### src/rtl/rom_sequencer.sv
// Address sequencer for an external combinational table: free-run, manual, one-shot and ping-pong modes.
// Define ROM_SEQUENCER_PINGPONG_EN to build the bouncing mode 11; without it, mode 11 is free-run.
module rom_sequencer #(
  parameter int AW = 3,
  parameter int DW = 16,
  parameter int PW = 8
) (
  input  logic          clk,
  input  logic          rst,
  input  logic          en,
  input  logic [1:0]    mode,
  input  logic [AW-1:0] man_addr,
  input  logic [AW-1:0] lo,
  input  logic [AW-1:0] hi,
  input  logic [PW-1:0] div,
  input  logic          trig,
  output logic [AW-1:0] rom_addr,
  input  logic [DW-1:0] rom_data,
  output logic [DW-1:0] data_out,
  output logic          data_valid,
  output logic          busy,
  output logic          wrap
);
  typedef enum logic [1:0] {
    MODE_FREE     = 2'b00,
    MODE_MANUAL   = 2'b01,
    MODE_ONESHOT  = 2'b10,
    MODE_PINGPONG = 2'b11
  } mode_e;

  logic [PW-1:0] presc_q, presc_d;
  logic [AW-1:0] rom_addr_q, rom_addr_d;
  logic [DW-1:0] data_out_q, data_out_d;
  logic          busy_q, busy_d;
  logic          wrap_q, wrap_d;
  logic          addr_chg_q, addr_chg_d;
  logic          data_valid_q, data_valid_d;
  logic [1:0]    mode_q;
  mode_e         mode_sel;
  logic          tick, in_range, mode_chg;
  logic [AW-1:0] free_addr;
  logic          free_wrap;
`ifdef ROM_SEQUENCER_PINGPONG_EN
  logic          dir_dn_q, dir_dn_d;
`endif

  function automatic logic [AW-1:0] addr_inc(input logic [AW-1:0] a);
    return a + 1'b1;
  endfunction

`ifdef ROM_SEQUENCER_PINGPONG_EN
  function automatic logic [AW-1:0] addr_dec(input logic [AW-1:0] a);
    return a - 1'b1;
  endfunction
`endif

  always_comb begin
    mode_sel = mode_e'(mode);
    mode_chg = (mode != mode_q);
    // >= keeps the prescaler from running past a freshly lowered div
    tick     = en && (presc_q >= div);
    in_range = (lo <= hi) && (rom_addr_q >= lo) && (rom_addr_q <= hi);

    free_addr = lo;
    free_wrap = 1'b0;
    if (in_range && (rom_addr_q == hi)) free_wrap = 1'b1;
    else if (in_range)                  free_addr = addr_inc(rom_addr_q);

    presc_d    = presc_q;
    rom_addr_d = rom_addr_q;
    busy_d     = busy_q;
    wrap_d     = 1'b0;
`ifdef ROM_SEQUENCER_PINGPONG_EN
    dir_dn_d   = dir_dn_q;
`endif

    if (mode_chg) begin
      presc_d = '0;
      busy_d  = 1'b0;
`ifdef ROM_SEQUENCER_PINGPONG_EN
      dir_dn_d = 1'b0;
`endif
    end else if (en) begin
      presc_d = tick ? '0 : presc_q + 1'b1;
      case (mode_sel)
        MODE_MANUAL: rom_addr_d = man_addr;
        MODE_ONESHOT: begin
          if (!busy_q) begin
            if (trig) begin
              rom_addr_d = lo;
              busy_d     = 1'b1;
            end
          end else if (tick) begin
            if (!in_range)               rom_addr_d = lo;
            else if (rom_addr_q == hi) begin
              busy_d = 1'b0;
              wrap_d = 1'b1;
            end else                     rom_addr_d = addr_inc(rom_addr_q);
          end
        end
`ifdef ROM_SEQUENCER_PINGPONG_EN
        MODE_PINGPONG: if (tick) begin
          if (!in_range) begin
            rom_addr_d = lo;
            dir_dn_d   = 1'b0;
          end else if (lo != hi) begin
            if (!dir_dn_q && (rom_addr_q == hi)) begin
              rom_addr_d = addr_dec(rom_addr_q);
              dir_dn_d   = 1'b1;
              wrap_d     = 1'b1;
            end else if (dir_dn_q && (rom_addr_q == lo)) begin
              rom_addr_d = addr_inc(rom_addr_q);
              dir_dn_d   = 1'b0;
              wrap_d     = 1'b1;
            end else if (dir_dn_q) rom_addr_d = addr_dec(rom_addr_q);
            else                   rom_addr_d = addr_inc(rom_addr_q);
          end
        end
`else
        MODE_PINGPONG: if (tick) begin
          rom_addr_d = free_addr;
          wrap_d     = free_wrap;
        end
`endif
        default: if (tick) begin
          rom_addr_d = free_addr;
          wrap_d     = free_wrap;
        end
      endcase
    end

    // data_out follows the address one cycle later, once the table has settled
    addr_chg_d   = (rom_addr_d != rom_addr_q);
    data_valid_d = addr_chg_q;
    data_out_d   = addr_chg_q ? rom_data : data_out_q;
  end

  always_ff @(posedge clk) begin
    if (rst) begin
      presc_q      <= '0;
      rom_addr_q   <= '0;
      data_out_q   <= '0;
      busy_q       <= 1'b0;
      wrap_q       <= 1'b0;
      addr_chg_q   <= 1'b0;
      data_valid_q <= 1'b0;
      mode_q       <= mode;
`ifdef ROM_SEQUENCER_PINGPONG_EN
      dir_dn_q     <= 1'b0;
`endif
    end else begin
      presc_q      <= presc_d;
      rom_addr_q   <= rom_addr_d;
      data_out_q   <= data_out_d;
      busy_q       <= busy_d;
      wrap_q       <= wrap_d;
      addr_chg_q   <= addr_chg_d;
      data_valid_q <= data_valid_d;
      mode_q       <= mode;
`ifdef ROM_SEQUENCER_PINGPONG_EN
      dir_dn_q     <= dir_dn_d;
`endif
    end
  end

  assign rom_addr   = rom_addr_q;
  assign data_out   = data_out_q;
  assign data_valid = data_valid_q;
  assign busy       = busy_q;
  assign wrap       = wrap_q;
endmodule

### config.mk
export PLATFORM = sky130hd
export DESIGN_NAME = rom_sequencer
export DESIGN_NICKNAME = d
export VERILOG_FILES = /design/src/rtl/rom_sequencer.sv
export SDC_FILE = /design/constraint.sdc
export NUM_CORES = 1
export LEC_CHECK = 0
export CAP_MARGIN = 20
export CORE_MARGIN = 4
export CORE_UTILIZATION = 35
export CTS_CLUSTER_SIZE = 14
export DETAILED_ROUTE_END_ITERATION = 16
export HOLD_SLACK_MARGIN = 0.1
export PLACE_DENSITY = 0.68
export SKIP_CTS_REPAIR_TIMING = 1
export SLEW_MARGIN = 0
export SYNTH_ARGS = -nofsm -noshare
export SYNTH_HDL_FRONTEND = slang
export SYNTH_SLANG_ARGS = --single-unit
### constraint.sdc
create_clock -name clk -period 4.7 [get_ports clk]
set_input_delay 0.47 -clock clk [delete_from_list [all_inputs] [get_ports clk]]
set_output_delay 0.47 -clock clk [all_outputs]
set_load 0.05 [all_outputs]
## After elaboration in Yosys (flattened, before gate mapping)

Cells that the tools add are included.

| cells by class | value |
|---|---|
| add/sub/neg operators | 2 |
| $lt $le $gt $ge | 4 |
| eq/ne operators | 5 |
| mux-type cells | 24 |
| bitwise logic cells | 1 |
| reductions and logical operators | 7 |

Operators by type and width:

| kind | count |
|---|---|
| 3-bit 2-to-1 mux | 10 |
| 1-bit 2-to-1 mux | 11 |
| 8-bit by 1-bit adder with 8-bit output, second input constant | 1 |
| 8-bit >= comparator | 1 |
| 8-bit 2-to-1 mux | 1 |
| 3-bit less-or-equal comparator | 2 |
| 3-bit case mux with 2 select lines | 1 |
| 1-bit logical AND | 4 |
| 3-bit by 1-bit adder with 3-bit output, second input constant | 1 |
| 3-bit equality test | 1 |
| 3-bit >= comparator | 1 |
| 3-bit != test | 1 |
| 3-bit OR reduction | 1 |
| 2-bit by 1-bit equality test with 1-bit output, second input constant | 1 |
| 2-bit equality test, second input constant | 1 |
| 2-bit != test | 1 |
| 1-bit case mux with 2 select lines | 1 |
| 2-bit AND reduction | 1 |
| 2-bit OR reduction | 1 |
| 1-bit NOT | 1 |

| storage, ports and cells | value |
|---|---|
| bits in registers | 33 |
| input port bits | 39 |
| logic and storage cells | 51 |

## Longest topological paths before layout

Gate-level depths: netlist (run 1).

| depth | value |
|---|---|
| depth after elaboration | 10 |
| gate-level depth with buffers | 12 |
| depth with buffers taken out | 11 |

## Least setup slack after synthesis (run 1)

OpenSTA, ideal clock, no wires.

| timing path | value |
|---|---|
| kind | register to register |
| from | reg rom_addr_q[0], in the netlist rom_addr[0] |
| to | reg addr_chg_q |
| library setup time | 0.120 ns |
| arrival | 3.051 ns |
| required time | 4.580 ns |
| setup slack | 1.529 ns |
| stages on the path, launching flop included | 13 |
| buffers on the path | 1 |
| clock period less this slack | 3.171 ns |
| cells stage by stage | dfxtp_1 clkbuf_1 inv_1 ha_1 nand2b_1 a31oi_1 a21o_1 or4_1 o311ai_1 a31o_1 a221o_2 xnor2_1 o31a_1 |

| between the ends | value |
|---|---|
| cells in the longest elaborated chain, start to end | 10 |
| elaborated cells between the ends (all ways) | 19 |

RTL lines:

| element | line | text |
|---|---|---|
| from (decl) | 32 | `logic [AW-1:0] rom_addr_q, rom_addr_d;` |
| from (signal assigned) | 153 | `rom_addr_q <= rom_addr_d;` |
| 3-bit >= comparator | 62 | `in_range = (lo <= hi) && (rom_addr_q >= lo) && (rom_addr_q <= hi);` |
| 1-bit logical AND (2 in series) | 62 |  |
| 3-bit 2-to-1 mux (tied with other cells) | 67 | `else if (in_range) free_addr = addr_inc(rom_addr_q);` |
| 3-bit 2-to-1 mux, on equally long branches | 66, 93 |  |
| 3-bit 2-to-1 mux, on equally long branches | 120, 125, 88 |  |
| 3-bit case mux with 2 select lines | 85 | `case (mode_sel)` |
| 3-bit 2-to-1 mux | 83 | `end else if (en) begin` |
| 3-bit 2-to-1 mux | 77 | `if (mode_chg) begin` |
| 3-bit != test (*) | 133 | `addr_chg_d = (rom_addr_d != rom_addr_q);` |
| to (signal assigned) | 157 | `addr_chg_q <= addr_chg_d;` |
| to (decl) | 36 | `logic addr_chg_q, addr_chg_d;` |

Mark *: on every way between the ends. The rest lies on a longest branch, timed or not.
A chain may end at the register's enable or synchronous reset.

## Worst setup path in the final report (run 1)

| timing path | value |
|---|---|
| from | in lo[0] |
| to | reg addr_chg_q |

| between the ends | value |
|---|---|
| cells in the longest elaborated chain, start to end | 10 |
| elaborated cells between the ends (all ways) | 16 |

RTL lines:

| element | line | text |
|---|---|---|
| from (decl) | 13 | `input logic [AW-1:0] lo,` |
| 3-bit less-or-equal comparator or 3-bit >= comparator (tied branches) | 62 |  |
| 1-bit logical AND (2 in series) | 62 |  |
| 3-bit 2-to-1 mux (tied with other cells) | 67 |  |
| 3-bit 2-to-1 mux, on equally long branches | 66, 93 |  |
| 3-bit 2-to-1 mux, on equally long branches | 120, 125, 88 |  |
| 3-bit case mux with 2 select lines (*) | 85 |  |
| 3-bit 2-to-1 mux (*) | 83 |  |
| 3-bit 2-to-1 mux (*) | 77 |  |
| 3-bit != test (*) | 133 |  |

Marked as above.

==> reports/qor.txt, run 1 <==
Starting density of the core -> 37.2%
# setup viols final -> 0
Leading cell type in the layout, fill and taps excluded -> clkdlybuf4s50_1
Final ANT Viol Nets -> 0
Worst-path clk slew -> 0.07 ns
Mapped Cells -> 243
WHS -> 0.497 ns
CTS tree -> done
Hold Violations, Final -> 0
Hold crit path type -> flip-flop to flip-flop
Max Slew Vio Count -> 0
Die W -> 85.4 um
Avg Vias per Cell -> 5.10
1st-iter DRT viols -> 93
Max_slew headroom -> 36.9%
Asr flop ratio synth -> 0%
First drt pass iteration count -> 4
Max-Cap Viols -> 0
Synthesis-to-layout area growth -> 35.5%
CP Data Arrival Time -> 3.24 ns
Final min period -> 3.07 ns
Ys Warns -> 0
Core footprint -> 0.00564 mm^2
Post-DP HPWL -> 3.83 mm
Fmax -> 326 MHz
Setup TNS -> 0 ns
CTS root buf -> clkbuf_8
Syn nets -> 303
Skew final -> 0.00405 ns
Setup CP Type -> input pin to flip-flop
Register bit total from synthesis -> 33
Clk_lat worst skew -> 0.28 ns
Most frequent cells in the layout -> clkdlybuf4s50_1 (60), dfxtp_1 (33), nor2_1 (31)
Measured slew at the worst slew-check pin -> 0.946 ns
Layout net count -> 359
GRT overflow -> 0
Yosys cell types -> 47
Average cell area after synthesis -> 8.63 um^2
Number of port buffers -> 60
CP endpoint kind -> flip-flop
CTS H-tree depth -> 2
DR WL/cell -> 13.4 um
Layout cells sized above 1 -> 5.00%
Die area -> 0.00729 mm^2
Crit Path Max Fanout -> 5
Post-synth EDFFs -> 0
Pin count of the biggest net entering global routing -> 23
Ys flop type -> dfxtp_1
Clk sinks -> 33
Vias -> 1897
TritonCTS buffer count -> 5
Final period util -> 65.3%
Outcome -> finished clean
CP Launch Type -> input pin
RePlAce Congestion -> 0.841
GRT Total Usage -> 13.6%
Leak -> 1.10 nW
Drt drc -> 0
Vert. Die Dim -> 85.4 um
Req. time, crit path -> 4.88 ns
Power per cell area -> 243 mW/mm^2
Seq/Total Area, Yosys -> 31.5%
Maximum root-to-sink buffer count -> 2
# diodes -> 0
Post-synthesis cell area -> 0.00210 mm^2
Initial antenna violation count -> 0
RSZ-0062 raised after global routing -> no
Rows -> 27
Vias in the first global route -> 1812
First-pass GRT wire length -> 8.17 mm
Maximum VDD drop -> 200 uV
Final WL -> 4.99 mm
# IOs -> 61
-- worst max-delay path, stage by stage --
cell	delay, ns
clkdlybuf4s50_1	0.58
inv_1	0.12
ha_1	0.30
a31oi_1	0.29
a21o_1	0.26
or4_1	0.13
o311ai_1	0.08
a31o_1	0.21
a221o_2	0.37
xnor2_1	0.13
o31a_1	0.30
-- where the power goes --
group | leakage, nW | internal, mW | total, mW | switching [mW]
logic | 0.775 | 0.0641 | 0.129 | 0.0652
registers | 0.267 | 0.284 | 0.291 | 0.00676
clock network | 0.0543 | 0.159 | 0.269 | 0.111
total | 1.10 | 0.507 | 0.689 | 0.183
-- Yosys cell counts, types with 2 or more instances --
master	count	share of area, %
clkbuf_2	2	0.48
xnor2_1	3	1.3
a211oi_1	2	0.72
a31oi_1	3	0.90
o21ai_0	8	1.9
dfxtp_1	33	32
mux2i_1	22	11
nor2_1	31	5.5
xor2_1	8	3.3
a211o_1	2	0.84
buf_6	2	1.1
a311oi_1	2	0.84
a21oi_1	16	3.8
nand2b_1	3	0.90
inv_1	20	3.6
nand4_1	3	0.90
o22ai_1	2	0.60
ha_1	21	13
buf_2	2	0.48
nor3b_1	2	0.72
nor2b_1	4	1.2
nor3_1	4	0.95
nand2_1	16	2.9
nand3_1	3	0.72
clkbuf_1	5	0.90
and3_1	2	0.60
a21o_1	2	0.72
-- layer usage --
metal	up-vias	part of all wire [%]	global-route usage (%)	routed length [um]
met4	0	0.40	3.45	20
li1	963	-	-	-
met1	892	46	17.3	2310
met3	2	5.5	3.98	273
met2	40	48	22.5	2390
met5	-	0	0	0
-- logic make-up (layout without fill, tap and decap cells) --
family,Yosys count,in the layout,share of synthesized area [%]
fa+ha+maj,21,21,12.5
flops,33,33,31.5
buf+inv,31,88,6.50
compound gates,49,49,16.1
simple gates,75,75,17.7
xor+xnor,11,11,4.59
mux,23,23,11.0
-- layout make-up --
type,instances,area (um^2)
Clock inverter,3,46.3
Sequential cell,33,661
Tap cell,72,90.1
Clock buffer,5,68.8
Inverter,20,75.1
Fill cell,552,2800
Timing Repair Buffer,60,601
Multi-Input combinational cell,179,1300
-- path summary, 6_finish.rpt --
kind | slack, ns | from | endpoint | depth (start not counted)
setup / recovery | 1.63 | lo[0] | addr_chg_q | 11
hold / removal | 0.50 | data_out[15] | data_out[15] | 2
hold reg to reg | 0.50 | data_out[15] | data_out[15] | 2
setup reg to reg | 1.64 | rom_addr[0] | addr_chg_q | 11
-- through the flow --
| step | total power [mW] | area (um^2) | util [%] | std cells | setup slack (ns) |
|---|---|---|---|---|---|
| after floorplan | 0.373 | 2100 | - | 243 | 1.53 |
| after global placement | 0.424 | 2730 | 48.3 | 364 | 1.41 |
| after detailed placement | 0.426 | 2730 | 48.3 | 364 | 1.35 |
| after CTS | 0.699 | 2840 | 50.4 | 372 | 1.62 |
| after global routing | 0.725 | 2840 | 50.4 | 372 | 1.45 |
| final | 0.689 | 2840 | 50.4 | 372 | 1.63 |
-- state kept, by name, summed over array words and instances, names as in the netlist --
signal	cells
data_out	16
presc_q	8
rom_addr	3
mode_q	2
addr_chg_q	1
busy	1
data_valid	1
wrap	1
(Power assumes the default switching activity.)
==> run 2: changes to the inputs <==
- PLACE_DENSITY: 0.68 -> 0.7
- clock period: 4.7 -> 2.5 ns (I/O delays scaled with it)
==> reports/qor.txt, run 2 (synthesis gave the netlist of run 1 again) <==
Outcome -> finished clean
Leak -> 1.36 nW
Setup slack at placement -> -0.445 ns
Leading cell type in the layout, fill and taps excluded -> clkdlybuf4s50_1
Worst path slowest cell -> clkdlybuf4s50_1
CTS H-tree depth -> 2
Die area -> 0.00729 mm^2
First-pass GRT wire length -> 9.13 mm
Avg Vias per Cell -> 5.08
Maximum VDD drop -> 311 uV
Max-Cap Viols -> 0
Final WL -> 5.69 mm
Max_slew headroom -> 38.8%
Hold Violations, Final -> 0
GR met3 Demand/Resource -> 4.17%
Measured slew at the worst slew-check pin -> 0.917 ns
Post-DP HPWL -> 4.26 mm
Rows -> 27
Core Util, Final -> 59.7%
Setup CP Type -> input pin to flip-flop
RSZ-0062 raised after global routing -> yes
RePlAce Congestion -> 0.828
Core footprint -> 0.00564 mm^2
CTS tree -> done
Final min period -> 2.44 ns
Initial antenna violation count -> 0
R2r setup slk -> 0.07 ns
CP Launch Type -> input pin
Hold crit path type -> flip-flop to flip-flop
Crit path max-delay family -> compound AO/OA/AOI/OAI gates
Gr busiest metal -> met2
Pin count of the biggest net entering global routing -> 22
# IOs -> 61
Skew final -> 0.00982 ns
Dpl cells -> 401
TritonCTS buffer count -> 5
Number of port buffers -> 60
Maximum root-to-sink buffer count -> 2
Fin worst setup slack -> 0.0638 ns
Final cell count without fillers -> 409
Layout cells sized above 1 -> 26.4%
Crit-path max cell delay -> 0.45 ns
First drt pass iteration count -> 4
CP Data Arrival Time -> 2.61 ns
Final ANT Viol Nets -> 0
Starting density of the core -> 37.2%
# setup viols final -> 0
Clk sinks -> 33
Max Slew Vio Count -> 0
Drt drc -> 0
Req. time, crit path -> 2.68 ns
Max FFs per register -> 16
GRT overflow -> 0
CP endpoint kind -> flip-flop
1st-iter DRT viols -> 119
Layout net count -> 397
Most frequent cells in the layout -> clkdlybuf4s50_1 (54), buf_4 (36), nor2_1 (30), dfxtp_1 (30), mux2i_1 (22)
Vert. Die Dim -> 85.4 um
CTS root buf -> clkbuf_8
Crit Path Max Fanout -> 5
Worst-path clk slew -> 0.07 ns
Clk_lat worst skew -> 0.28 ns
DR WL/cell -> 13.9 um
Buf/Inv on CP -> 2
Met1 Use GR -> 18.5%
Power per cell area -> 371 mW/mm^2
Critical Path, Cell by Cell -> clkdlybuf4s50_1 -> inv_1 -> ha_4 -> nand2_1 -> nor3_2 -> a21oi_2 -> nor2b_4 -> o311ai_1 -> a31o_1 -> a221o_2 -> xnor2_2 -> o31a_1
GRT Total Usage -> 15.2%
Die W -> 85.4 um
M2 GR Usage -> 25.8%
Final period util -> 97.4%
Vias in the first global route -> 2060
Vias -> 2079
# diodes -> 0
Fmax -> 410 MHz
Synthesis-to-layout area growth -> 60.5%
## run 2: area by class of cell
cell class | count | area [um^2]
Clock buffer | 6 | 72.6
Timing Repair Buffer | 98 | 908
Multi-Input combinational cell | 179 | 1540
Sequential cell | 33 | 669
Tap cell | 72 | 90.1
Inverter | 20 | 80.1
Clock inverter | 1 | 5.00
Fill cell | 502 | 2280
## run 2: path summary, 6_finish.rpt
path	cells past startpoint	start	to
hold reg to reg	2	data_out[0]	data_out[0]
setup / recovery	12	div[5]	addr_chg_q
hold / removal	2	data_out[0]	data_out[0]
setup reg to reg	11	rom_addr[0]	addr_chg_q
## run 2: per-stage QoR
stage | TNS, ns | total power, mW | hold WS (ns) | cell area [um^2]
after floorplan | -0.0688 | 0.712 | 0.278 | 2160
after global placement | -0.898 | 0.848 | 0.473 | 3050
after detailed placement | -1.06 | 0.852 | 0.486 | 3050
after CTS | -0.146 | 1.23 | 0.501 | 3130
after global routing | -0.0811 | 1.33 | 0.541 | 3370
final | 0 | 1.25 | 0.494 | 3370
## run 2: routing by layer
layer | part of all wire (%) | routed length (um)
met5 | 0 | 0
met4 | 1.3 | 76
met3 | 4.3 | 245
met2 | 51 | 2900
met1 | 43 | 2470
## run 2: power breakdown
| group | leakage, nW | switching (mW) | internal (mW) |
|---|---|---|---|
| clock | 0.0410 | 0.180 | 0.189 |
| sequential | 0.269 | 0.00833 | 0.533 |
| combinational | 1.05 | 0.160 | 0.180 |
| total | 1.36 | 0.348 | 0.902 |
## run 2: worst reg2reg max path: stages (launching register included)
cell      delay [ns]
dfxtp_4         0.37
inv_6           0.04
ha_4            0.24
nand2b_4        0.12
a31oi_4         0.07
a21o_1          0.22
a21oi_4         0.19
o22ai_2         0.10
a31o_1          0.23
a221o_2         0.39
xnor2_2         0.14
o31a_1          0.23
==> edit 1, RTL diff (settings of run 2) <==
Register the output `data_out` once more, without a reset; this adds one clock of latency there. The other outputs are not delayed to match. Comments in the files are not updated.
--- a/src/rtl/rom_sequencer.sv
+++ b/src/rtl/rom_sequencer.sv
@@ -166,3 +166,5 @@
   assign rom_addr   = rom_addr_q;
-  assign data_out   = data_out_q;
+  always_ff @(posedge clk) begin
+    data_out <= data_out_q;
+  end
   assign data_valid = data_valid_q;
Function: changed (a bounded check fails within 4 cycles, from zero or initial values and one cycle with rst high).
==> edit 1 against run 2 <==
Final area up 11%. Sequential share of layout area up 6.6 points. Power grew 42%. Routed wire length increased by 8.8%. Area after synthesis increased by 14%. Hold slack got worse by 0.14 ns. Sequential cell count increased by 16. Worst setup slack got worse by 0.052 ns. Largest cell class unchanged.
==> edit 1: results (changes against run 2) <==
{| class="wikitable"
! Metric !! Value
|-
| CP arrival || 2.71 ns (+0.10 ns)
|-
| Slew of the pin with the lowest slew margin || 0.507 ns (-0.410 ns)
|-
| Met1 Track Usage GR || 17.6% (-0.82 points)
|-
| First-pass GRT wire length || 9680 um (+6.0%)
|-
| Wirelength per Cell || 14.2 um (+2.3%)
|-
| Global-route met2 utilization || 23.8% (-1.9 points)
|-
| VDD IR-drop max || 0.000290 V (-6.6%)
|-
| Clock tree root buffer cell || sky130_fd_sc_hd__clkbuf_8
|-
| Starting DRC count in detailed routing || 98 (-18%)
|-
| Cell area after placement || 3340 sq um (+9.4%)
|-
| Warnings, synthesis || 0 (unchanged)
|-
| Gp weighted congestion || 0.875 (+5.6%)
|-
| GR Layer Usage met3 || 4.08% (-0.091 points)
|-
| Placeable core region || 6490 sq um (+15%)
|-
| Non-filler cells, final || 435 (+6.4%)
|-
| Pre-CTS WS || -0.456 ns (-0.0111 ns)
|-
| Placed wire-length estimate || 4610 um (+8.2%)
|-
| Most common library cells after synthesis || 49 x sky130_fd_sc_hd__dfxtp_1, 32 x sky130_fd_sc_hd__nor2_1, 21 x sky130_fd_sc_hd__ha_1, 21 x sky130_fd_sc_hd__nand2_1
|-
| Fraction of layout cells with a size suffix above 1 || 27.1% (+0.69 points)
|-
| R2R depth || 8 (-3)
|-
| P&R area growth vs syn || 56.4%
|-
| Clock tree skew after final layout || 0.0158 ns (+0.00597 ns)
|-
| TritonCTS buffer count || 5 (unchanged)
|-
| Number of antenna violations at the first check in global routing || 0 (unchanged)
|-
| Count of H-tree levels built during CTS || 2 (unchanged)
|-
| Post-synthesis instance total || 258 (+6.2%)
|-
| Min setup slack post-route || 0.0121 ns (-0.0516 ns)
|-
| Reg clk slew, reported paths || about 0.08 ns
|-
| Clock latency on the worst-skew pair || 0.30 ns (+0.02 ns)
|-
| Total GRT Usage || 14.4% (-0.79 points)
|-
| Number of nets in the layout || 417 (+5.0%)
|-
| Run status || finished clean
|-
| Leak pwr || 0.00154 uW (+13%)
|-
| Drt drc || 0 (unchanged)
|-
| Sequential area share after synthesis || 41.0% (+9.5 points)
|-
| Via count of the first global-routing pass || 2103 (+2.1%)
|-
| Number of buffers added on ports || 60 (unchanged)
|-
| Synth cell types || 49 (+4.3%)
|-
| Via/cell ratio || 4.97 (-2.1%)
|-
| First-pass DRT Iterations || 4 (unchanged)
|-
| Ant. Diodes || 0 (unchanged)
|-
| FF-to-FF setup slack || 0.06 ns
|-
| Most area-consuming cells after synthesis || sky130_fd_sc_hd__dfxtp_1 41%, sky130_fd_sc_hd__ha_1 11%, sky130_fd_sc_hd__mux2i_1 7.9%, sky130_fd_sc_hd__nor2_1 5.0%, sky130_fd_sc_hd__nand2_1 3.3%
|-
| Largest net degree at the start of global routing || 22 (unchanged)
|-
| Nets in the synthesized netlist || 318 (+5.0%)
|-
| Highest net fanout along the worst path || 3 (-2)
|-
| Worst Hold Slack || 0.351 ns (-0.143 ns)
|-
| Regs by FF count || data_out x16, data_out_q x16, presc_q x8
|-
| Cell depth of the worst hold path || 0 (-2)
|}
edit 1: changes by cell type in the layout (fill, tap and decap cells not counted), moves of 4 or more:
cell                      before  now
sky130_fd_sc_hd__a31oi_1       1    5
sky130_fd_sc_hd__nand2_1      15   21
sky130_fd_sc_hd__dfxtp_1      30   43
sky130_fd_sc_hd__dfxtp_2       1    5
sky130_fd_sc_hd__a21oi_1      11    7
sky130_fd_sc_hd__nand3_1       2    7
sky130_fd_sc_hd__buf_4        36   40
edit 1: worst paths after layout:
kind / start / end
worst max-delay path: hi[1] / addr_chg_q
worst min-delay path: data_out_q[6] / data_out[6]
worst max register to register: presc_q[6] / addr_chg_q
worst min register to register: data_out_q[6] / data_out[6]
edit 1: critical path, cell delays in order:
cell and delay (ns):
sky130_fd_sc_hd__clkdlybuf4s50_1 0.49, sky130_fd_sc_hd__inv_2 0.07, sky130_fd_sc_hd__ha_4 0.23, sky130_fd_sc_hd__a211oi_4 0.31, sky130_fd_sc_hd__buf_4 0.18, sky130_fd_sc_hd__o211a_4 0.17, sky130_fd_sc_hd__o32a_1 0.17, sky130_fd_sc_hd__o211ai_1 0.12
sky130_fd_sc_hd__a32oi_2 0.23, sky130_fd_sc_hd__mux2_4 0.32, sky130_fd_sc_hd__a31oi_1 0.17
edit 1: cell type report:
| type | instances | area (sq um) |
|---|---|---|
| clock buffer | 7 | 86.3 |
| inverter | 19 | 71.3 |
| clock inverter | 1 | 30.0 |
| fill | 582 | 2750 |
| multi-input combinational | 181 | 1540 |
| tap | 77 | 96.3 |
| timing repair buffer | 101 | 930 |
| sequential | 49 | 991 |
edit 1: cell families (layout without fill, tap and decap cells):
group                    after synthesis  in the layout  share of synthesized area [%]
AND/OR/NAND/NOR                       78             78                           14.9
AO/OA/AOI/OAI                         51             51                           15.7
flip-flops                            49             49                           41.0
buffers and inverters                 28            128                           4.76
multiplexers                          22             22                           9.36
adder cells (fa/ha/maj)               21             21                           11.0
XOR/XNOR                               9              9                           3.29
edit 1: layer usage:
layer  wire (um)  vias up
met5           0        -
met4         110        0
met3         363       13
met2        3000       53
met1        2710      993
li1            -     1105
edit 1: report_power, final:
part | internal [uW] | total, uW | leakage (uW) | switching (uW)
clock | 326 | 583 | 0.0000585 | 257
sequential | 801 | 811 | 0.000400 | 10.7
combinational | 194 | 382 | 0.00108 | 188
==> edit 2, RTL diff (settings of run 2) <==
Made on the original files. Build with the macro `ROM_SEQUENCER_PINGPONG_EN` defined.
--- a/src/rtl/rom_sequencer.sv
+++ b/src/rtl/rom_sequencer.sv
@@ -2,2 +2,4 @@
 // Define ROM_SEQUENCER_PINGPONG_EN to build the bouncing mode 11; without it, mode 11 is free-run.
+`define ROM_SEQUENCER_PINGPONG_EN
+
 module rom_sequencer #(
Formal check against the unedited RTL: not equivalent (a bounded check fails within 4 cycles, from zero or initial values and one cycle with rst high).
==> edit 2 against run 2 <==
The flow now finishes with violations (setup timing). Final area grew 19%. First-iteration DRC count grew 52%. Sequential cell count is 1 higher. Area after synthesis up 20%. Sequential power increased by 4.4%. Routed wire length rose by 33%. Count of clock-buffer cells in the layout stayed put. Cell count up 20%. Power increased by 15%. Worst setup slack worse by 0.12 ns. Critical path type is now reg2reg. Largest cell class unchanged.
==> edit 2: results (changes against run 2) <==
{| class="wikitable"
! Metric !! Value
|-
| Run status || finished with violations
|-
| Share of cell area taken by flip-flops and latches || 17.2% (-2.7 points)
|-
| Seq. pwr || 565 uW (+4.4%)
|-
| Global-route met2 utilization || 26.0% (+0.27 points)
|-
| P&R area growth vs syn || 60.2%
|-
| GR Layer Usage met3 || 4.96% (+0.78 points)
|-
| Comb power frac || 33.4% (+6.2 points)
|-
| First-pass GRT wire length || 11900 um (+30%)
|-
| Multiplexer share of the synthesized area || 9.44% (-1.6 points)
|-
| Fraction of layout cells with a size suffix above 1 || 34.1% (+7.7 points)
|-
| Number of inverters outside the clock class in the layout || 23 (+15%)
|-
| Clock buffer and inverter area fraction after layout || 2.06% (-0.25 points)
|-
| Final setup vio count || 1 (+1)
|-
| #FFs+latches synth || 34 (+3.0%)
|-
| Non-clock buffer count || 114 (+16%)
|-
| Wirelength per Cell || 15.4 um (+11%)
|-
| Sequential area share after synthesis || 27.2% (-4.3 points)
|-
| Largest net degree at the start of global routing || 23 (+4.5%)
|-
| Gp weighted congestion || 0.923 (+11%)
|-
| Cell area after placement || 3560 sq um (+17%)
|-
| Synth cell types || 67 (+43%)
|-
| Clock tree skew after final layout || 0.0119 ns (+0.00211 ns)
|-
| Sw Ratio || 31.3% (+3.4 points)
|-
| Nets in the synthesized netlist || 347 (+15%)
|-
| Met1 Track Usage GR || 22.9% (+4.4 points)
|-
| Starting DRC count in detailed routing || 181 (+52%)
|-
| Leak pwr || 0.00160 uW (+18%)
|-
| Adder-cell share of the synthesized area || 12.0% (-0.55 points)
|-
| Number of filler cells placed in the layout || 589 (+17%)
|-
| Most common library cells after synthesis || 34 x sky130_fd_sc_hd__dfxtp_1, 33 x sky130_fd_sc_hd__nor2_1, 24 x sky130_fd_sc_hd__ha_1
|-
| XOR/XNOR Fraction of Synth Area || 3.84% (-0.75 points)
|-
| Multi-input gate share of the layout cell area || 49.7% (+3.9 points)
|-
| Area occupied by multi-input gates || 1990 sq um (+29%)
|-
| DR WL met2 || 3550 um (+22%)
|-
| Violated checks || setup timing
|-
| Worst Hold Slack || 0.495 ns (+0.00136 ns)
|-
| Min setup slack post-route || -0.0556 ns (-0.119 ns)
|-
| Via count of the first global-routing pass || 2505 (+22%)
|}
## edit 2: path summary, 6_finish.rpt
path	startpoint	endpoint	cells past startpoint
max reg2reg	rom_addr[2]	addr_chg_q	9
min reg2reg	data_out[2]	data_out[2]	2
min	data_out[2]	data_out[2]	2
max	rom_addr[2]	addr_chg_q	9
## edit 2: stage by stage
step | utilization (%) | power [uW] | TNS, ns | std cells
finish | 58.5 | 1430 | -0.0556 | 492
global route | 58.5 | 1510 | -0.256 | 492
CTS | 53.1 | 1380 | -0.457 | 486
detailed placement | 51.9 | 985 | -2.86 | 478
global placement | 51.9 | 984 | -2.50 | 478
floorplan | - | 806 | -0.00124 | 284
## edit 2: worst max-delay path: cells and delay by family, from the launching register on
| family | cells | cell delay [ns] |
|---|---|---|
| compound gates | 4 | 1.09 |
| xor+xnor | 1 | 0.13 |
| fa+ha+maj | 1 | 0.26 |
| flops | 1 | 0.38 |
| mux | 1 | 0.11 |
| simple gates | 2 | 0.50 |
